`config.mk`:
```
export PLATFORM = sky130hd
export DESIGN_NAME = x2150_print_seq
export DESIGN_NICKNAME = d
export VERILOG_FILES = /design/src/rtl/x2150_pkg.sv /design/src/rtl/x2150_ptimer.sv /design/src/rtl/x2150_print_seq.sv
export SDC_FILE = /design/constraint.sdc
export NUM_CORES = 1
export LEC_CHECK = 0
export BUFFER_PORTS_ARGS = -buffer_cell sky130_fd_sc_hd__buf_2
export CORE_MARGIN = 2
export CORE_UTILIZATION = 29
export DETAILED_ROUTE_END_ITERATION = 16
export PLACE_DENSITY_LB_ADDON = 0.2
export SLEW_MARGIN = 20
export SYNTH_ARGS = -nofsm -noshare
export SYNTH_HDL_FRONTEND = slang
export SYNTH_HIERARCHICAL = 1
export SYNTH_SLANG_ARGS = --single-unit
```
`constraint.sdc`:
```
create_clock -name i_clk -period 2.3 [get_ports i_clk]
set_input_delay 0 -clock i_clk [delete_from_list [all_inputs] [get_ports i_clk]]
set_output_delay 0 -clock i_clk [all_outputs]
set_load 0.1 [all_outputs]
```
`src/rtl/x2150_pkg.sv`:
```
// Shared types and constants for the 2150 console typewriter print sequencer.
package x2150_pkg;

  typedef enum logic [2:0] {
    ST_IDLE       = 3'd0,
    ST_SHIFT      = 3'd1,
    ST_SHIFT_WAIT = 3'd2,
    ST_PRINT      = 3'd3,
    ST_PRINT_WAIT = 3'd4
  } state_t;

  localparam int DEF_SHIFT_CYCLES = 8;
  localparam int DEF_SHIFT_SETTLE = 16;
  localparam int DEF_PRINT_CYCLES = 8;
  localparam int DEF_TIMEOUT      = 255;
  localparam int DEF_CW           = 8;

  // Bit positions of the tilt/rotate magnets within the 6-bit code {t1,t2,r1,r2,r2a,r5}.
  localparam int TT_T1  = 5;
  localparam int TT_T2  = 4;
  localparam int TT_R1  = 3;
  localparam int TT_R2  = 2;
  localparam int TT_R2A = 1;
  localparam int TT_R5  = 0;

endpackage

```
`src/rtl/x2150_ptimer.sv`:
```
// Loadable down-counter with zero flag; holds at zero until reloaded.
module x2150_ptimer #(
  parameter int CW = 8
) (
  input  logic          clk,
  input  logic          rst,
  input  logic          load_i,
  input  logic [CW-1:0] load_val_i,
  output logic [CW-1:0] cnt_o,
  output logic          zero_o
);

  logic [CW-1:0] cnt_q, cnt_d;

  always_comb begin
    cnt_d = cnt_q;
    if (load_i) begin
      cnt_d = load_val_i;
    end else if (cnt_q != '0) begin
      cnt_d = cnt_q - 1'b1;
    end
  end

  always_ff @(posedge clk or posedge rst) begin
    if (rst) begin
      cnt_q <= '0;
    end else begin
      cnt_q <= cnt_d;
    end
  end

  assign cnt_o  = cnt_q;
  assign zero_o = (cnt_q == '0);

endmodule

```
`src/rtl/x2150_print_seq.sv`:
```
// Print-cycle sequencer: shifts case if needed, then fires tilt/rotate and print magnets,
// and waits for the cycle-complete contact with a timeout into a sticky error.
module x2150_print_seq
  import x2150_pkg::*;
#(
  parameter int SHIFT_CYCLES = DEF_SHIFT_CYCLES,
  parameter int SHIFT_SETTLE = DEF_SHIFT_SETTLE,
  parameter int PRINT_CYCLES = DEF_PRINT_CYCLES,
  parameter int TIMEOUT      = DEF_TIMEOUT,
  parameter int CW           = DEF_CW
) (
  input  logic       i_clk,
  input  logic       i_reset,
  input  logic       i_valid,
  output logic       o_ready,
  input  logic [5:0] i_tt,
  input  logic       i_lower,
  input  logic       i_upper,
  input  logic       i_cycle_done,
  input  logic       i_err_clr,
  output logic [5:0] o_tilt_rotate,
  output logic       o_print_magnet,
  output logic       o_upshift,
  output logic       o_downshift,
  output logic       o_case_upper,
  output logic       o_busy,
  output logic       o_done,
  output logic       o_error
);

  state_t        state_q, state_d;
  logic [5:0]    tt_q, tt_d;
  logic          up_q, up_d;
  logic          case_upper_q, case_upper_d;
  logic          case_known_q, case_known_d;
  logic          err_q, err_d;
  logic [5:0]    tr_q;
  logic          pm_q, ups_q, dns_q;

  logic          accept;
  logic          err_set;
  logic          done_pulse;
  logic          tmr_load;
  logic [CW-1:0] tmr_val;
  logic [CW-1:0] tmr_cnt;
  logic          tmr_zero;

  x2150_ptimer #(.CW(CW)) u_timer (
    .clk        (i_clk),
    .rst        (i_reset),
    .load_i     (tmr_load),
    .load_val_i (tmr_val),
    .cnt_o      (tmr_cnt),
    .zero_o     (tmr_zero)
  );

  assign accept = i_valid & o_ready;
  assign tt_d   = accept ? i_tt    : tt_q;
  assign up_d   = accept ? i_upper : up_q;

  always_comb begin
    state_d      = state_q;
    tmr_load     = 1'b0;
    tmr_val      = '0;
    err_set      = 1'b0;
    done_pulse   = 1'b0;
    case_upper_d = case_upper_q;
    case_known_d = case_known_q;
    case (state_q)
      ST_IDLE: begin
        if (accept) begin
          if (i_lower && i_upper) begin
            err_set = 1'b1;
          end else if ((i_lower ^ i_upper) &&
                       (!case_known_q || (i_upper != case_upper_q))) begin
            state_d  = ST_SHIFT;
            tmr_load = 1'b1;
            tmr_val  = CW'(SHIFT_CYCLES - 1);
          end else begin
            state_d  = ST_PRINT;
            tmr_load = 1'b1;
            tmr_val  = CW'(PRINT_CYCLES - 1);
          end
        end
      end
      ST_SHIFT: begin
        if (tmr_zero) begin
          state_d      = ST_SHIFT_WAIT;
          tmr_load     = 1'b1;
          tmr_val      = CW'(SHIFT_SETTLE - 1);
          case_upper_d = up_q;
          case_known_d = 1'b1;
        end
      end
      ST_SHIFT_WAIT: begin
        if (tmr_zero) begin
          state_d  = ST_PRINT;
          tmr_load = 1'b1;
          tmr_val  = CW'(PRINT_CYCLES - 1);
        end
      end
      ST_PRINT: begin
        if (tmr_zero) begin
          state_d  = ST_PRINT_WAIT;
          tmr_load = 1'b1;
          tmr_val  = CW'(TIMEOUT - 1);
        end
      end
      ST_PRINT_WAIT: begin
        // A completion arriving on the last allowed cycle still counts as success.
        if (i_cycle_done) begin
          state_d    = ST_IDLE;
          done_pulse = 1'b1;
        end else if (tmr_zero) begin
          state_d = ST_IDLE;
          err_set = 1'b1;
        end
      end
      default: state_d = ST_IDLE;
    endcase
  end

  always_comb begin
    err_d = err_q;
    if (err_set) begin
      err_d = 1'b1;
    end else if (i_err_clr) begin
      err_d = 1'b0;
    end
  end

  // Drives are registered from the next state so they line up exactly with the state register.
  always_ff @(posedge i_clk or posedge i_reset) begin
    if (i_reset) begin
      state_q      <= ST_IDLE;
      tt_q         <= '0;
      up_q         <= 1'b0;
      case_upper_q <= 1'b0;
      case_known_q <= 1'b0;
      err_q        <= 1'b0;
      tr_q         <= '0;
      pm_q         <= 1'b0;
      ups_q        <= 1'b0;
      dns_q        <= 1'b0;
    end else begin
      state_q      <= state_d;
      tt_q         <= tt_d;
      up_q         <= up_d;
      case_upper_q <= case_upper_d;
      case_known_q <= case_known_d;
      err_q        <= err_d;
      tr_q         <= (state_d == ST_PRINT) ? tt_d : 6'd0;
      pm_q         <= (state_d == ST_PRINT);
      ups_q        <= (state_d == ST_SHIFT) &  up_d;
      dns_q        <= (state_d == ST_SHIFT) & ~up_d;
    end
  end

  assign o_ready        = (state_q == ST_IDLE) & ~err_q;
  assign o_tilt_rotate  = tr_q;
  assign o_print_magnet = pm_q;
  assign o_upshift      = ups_q;
  assign o_downshift    = dns_q;
  assign o_case_upper   = case_upper_q;
  assign o_busy         = (state_q != ST_IDLE);
  assign o_done         = done_pulse;
  assign o_error        = err_q;

endmodule

```
==> run summary <==
Outcome: completed
CTS tree: done
Max stage delay cell, worst path: or4b_4
DRC marker count from the first detailed-route iteration: 71
DRT antenna net count: 0
Clock Pin Slew Worst Setup and Hold Paths: 0.06 ns
First-pass GRT wire length: 6.134 mm
Clock Sinks: 30
Hold crit path type: input pin to flip-flop
Yosys warns: 6
Cell taking the most area after synthesis: dfrtp_1
Post-synth net total: 178
Max Slew Vio Count: 0
Layout overhead on the synthesized area: 23.84%
Crit path buffers/inverters: 2
Post-route cell area: 0.001996 mm^2
Synth Area in Compound Gates: 19.80%
Largest net degree at the start of global routing: 23
Vias in the first global route: 1,367
Final Cycle Share: 94.52%
Placed inst area: 0.001818 mm^2
Delay-heaviest family, CP: simple AND/OR/NAND/NOR gates
Asr flop ratio synth: 100.0%
Initial Util: 29.63%
Slew @ Worst Pin: 0.8254 ns
Setup crit end kind: flip-flop
Share of cells above drive strength 1: 29.76%
Antenna cells: 0
Mux contribution to synthesized area: 1.320%
Max_slew headroom: 44.91%
Top-count cell post-synth: dfrtp_1
Clk root buf: clkbuf_8
Final setup violation count: 0
# DRC: 0
Critical path class: flip-flop to flip-flop
EDFF count, synth: 0
Total wire length: 3.638 mm
Pre-antenna DRT Iters: 4
Post-Synth XOR/XNOR Area: 3.261%
Avg Vias per Cell: 4.895
Antenna violations before repair: 0
CTS Buf Count: 5
Setup ws final: 0.1261 ns
Synth Area in Adders: 1.553%
GPL Wtd Cong: 0.8123
I/O pin count: 27
Seq/Total Area, Yosys: 46.58%
Simple logic cell fraction of the synthesized area: 19.25%
Port bufs: 26
H-tree levels: 2
Flop2flop setup slack: 0.13 ns
Die ar.: 0.006169 mm^2
Average size of a mapped cell: 9.887 um^2
CP required: 2.46 ns
WL per Instance: 13.13 um
Worst Path Max Fanout: 7
Synth cell count leaders: dfrtp_1, nand2_1, inv_1, o21ai_0, nand3_1
Mapped Area: 0.001612 mm^2
Die W: 78.55 um
Hold Fails Final Rpt: 0
Core Area: 0.005439 mm^2
Fmax achieved: 460.0 MHz
Startpoint Class: flip-flop
CTS Buffer Depth: 2
Row cnt: 27
WP data arrival: 2.33 ns
P per Cell Area: 1560 mW/mm^2
Critical-path cell list: inv_1 > ha_2 > or4b_4 > nor2_4 > o21ai_1 > a21oi_1 > buf_4 > nor3_1 > a221o_1
Synth Register Bits: 30
Max-cap violations: 0
Setup slack after placement: 0.05608 ns
Synth cell types: 51
Vias: 1,356
Nets@finish: 220
Critical path's largest stage delay: 0.48 ns
Ranking of synthesized cells by area: dfrtp_1, nand2_1, o21ai_0, nand3_1, a22oi_1
Dpl hpwl: 2.572 mm
Clock latency on the worst-skew pair: 0.28 ns
Die Ht: 78.55 um
Post-synth top area share: 46.58%
Global Route Usage Sum: 12.68%
Combinational family with the most area after synthesis: compound AO/OA/AOI/OAI gates
Fin Clk Skew: 0.006358 ns
Final min period: 2.174 ns
Post-Synthesis Cells: 163
VDD IR max: 0.8432 mV
Leak: 0.9499 nW
Top FF cell, synth: dfrtp_1
# fillers: 565
Fin util: 36.69%
Congestion Overflow GR: 0
-- layout by cell type, fill, tap and decap left out, types with 2 or more instances in the layout --
cell	count
a21oi_1	5
nor3_1	6
clkinv_2	2
clkbuf_8	5
xor2_1	3
xnor2_1	3
nand2b_1	2
inv_1	11
nor2b_1	2
o21ai_0	11
buf_4	12
a31oi_1	2
nor2_1	6
and3_1	3
o22ai_1	2
nand2_1	17
a21boi_0	2
nand3_1	9
buf_2	26
dfrtp_1	30
a22oi_1	5
o31ai_1	4
dlygate4sd3_1	6
-- what timing repair did --
action,CTS,global route
endpoints found under the hold margin,35,0
resized for setup,0,3
hold buffers,6,0
setup buffers,0,4
setup endpoints to repair,0,12
-- cell families after synthesis --
kind of cell,count (synthesis)
xor gates and xnor gates,6
muxes,2
buffers and inverters,22
adders and majority gates,2
AOI/OAI and AO/OA,45
and+or+nand+nor,56
DFF,30
-- flip-flops by register name, indices dropped and copies added (netlist names) --
signal,flops
o_error,1
u_timer/cnt_o,8
o_tilt_rotate,6
tt_q,6
case_known_q,1
o_case_upper,1
state_q,3
o_print_magnet,1
up_q,1
o_downshift,1
o_upshift,1
-- worst reg2reg max path, stage by stage, from the launching register on --
cell and delay, ns:
dfrtp_1 0.40, inv_1 0.09, ha_2 0.17, or4b_4 0.48
nor2_4 0.13, o21ai_1 0.10, a21oi_1 0.16, buf_4 0.17
nor3_1 0.05, a221o_1 0.31
-- final cells by class --
type	instances	area [um^2]	area share, %
clock inverter	2	10.01	0.5016
inverter	13	51.30	2.571
tap	72	90.09	4.514
multi-input combinational	111	744.5	37.30
sequential	30	750.7	37.62
clock buffer	5	68.82	3.448
timing repair buffer	44	280.3	14.04
-- stage by stage --
stage          cells  setup TNS (ns)  hold WS [ns]  power [mW]
2_1_floorplan    163               0       -0.1843       2.373
3_3_place_gp     260               0      -0.01572       2.664
3_5_place_dp     260               0    -0.0002574       2.663
4_1_cts          273               0      0.001291       3.069
5_1_grt          277       -0.002706      0.005389       3.319
6_report         277               0      0.004131       3.114
-- power by group --
part,leakage [nW],internal [mW],switching (mW)
combinational,0.523,0.531,1.25
sequential,0.384,0.756,0.182
clock,0.0438,0.203,0.191
-- per-layer routing --
| metal | track usage, % | routed length (um) | up-vias | share of wire, % |
|---|---|---|---|---|
| li1 | - | - | 667 | - |
| met4 | 5.263 | 35 | 0 | 0.96 |
| met3 | 3.218 | 173 | 4 | 4.8 |
| met1 | 16.18 | 1774 | 648 | 49 |
| met5 | 0 | 0 | - | 0 |
| met2 | 20.34 | 1655 | 37 | 45 |
-- worst paths after layout --
| kind | cells past startpoint | to | start |
|---|---|---|---|
| worst max register to register | 9 | u_timer/cnt_o[7] | u_timer/cnt_o[1] |
| worst max-delay path | 9 | u_timer/cnt_o[7] | u_timer/cnt_o[1] |
| min in group asynchronous | 3 | u_timer/cnt_o[5] | i_reset |
| worst min-delay path | 3 | tt_q[3] | i_tt[3] |
| max in group asynchronous | 3 | o_error | i_reset |
| worst min register to register | 2 | tt_q[0] | tt_q[0] |
Power figures use the tool's default switching activity.
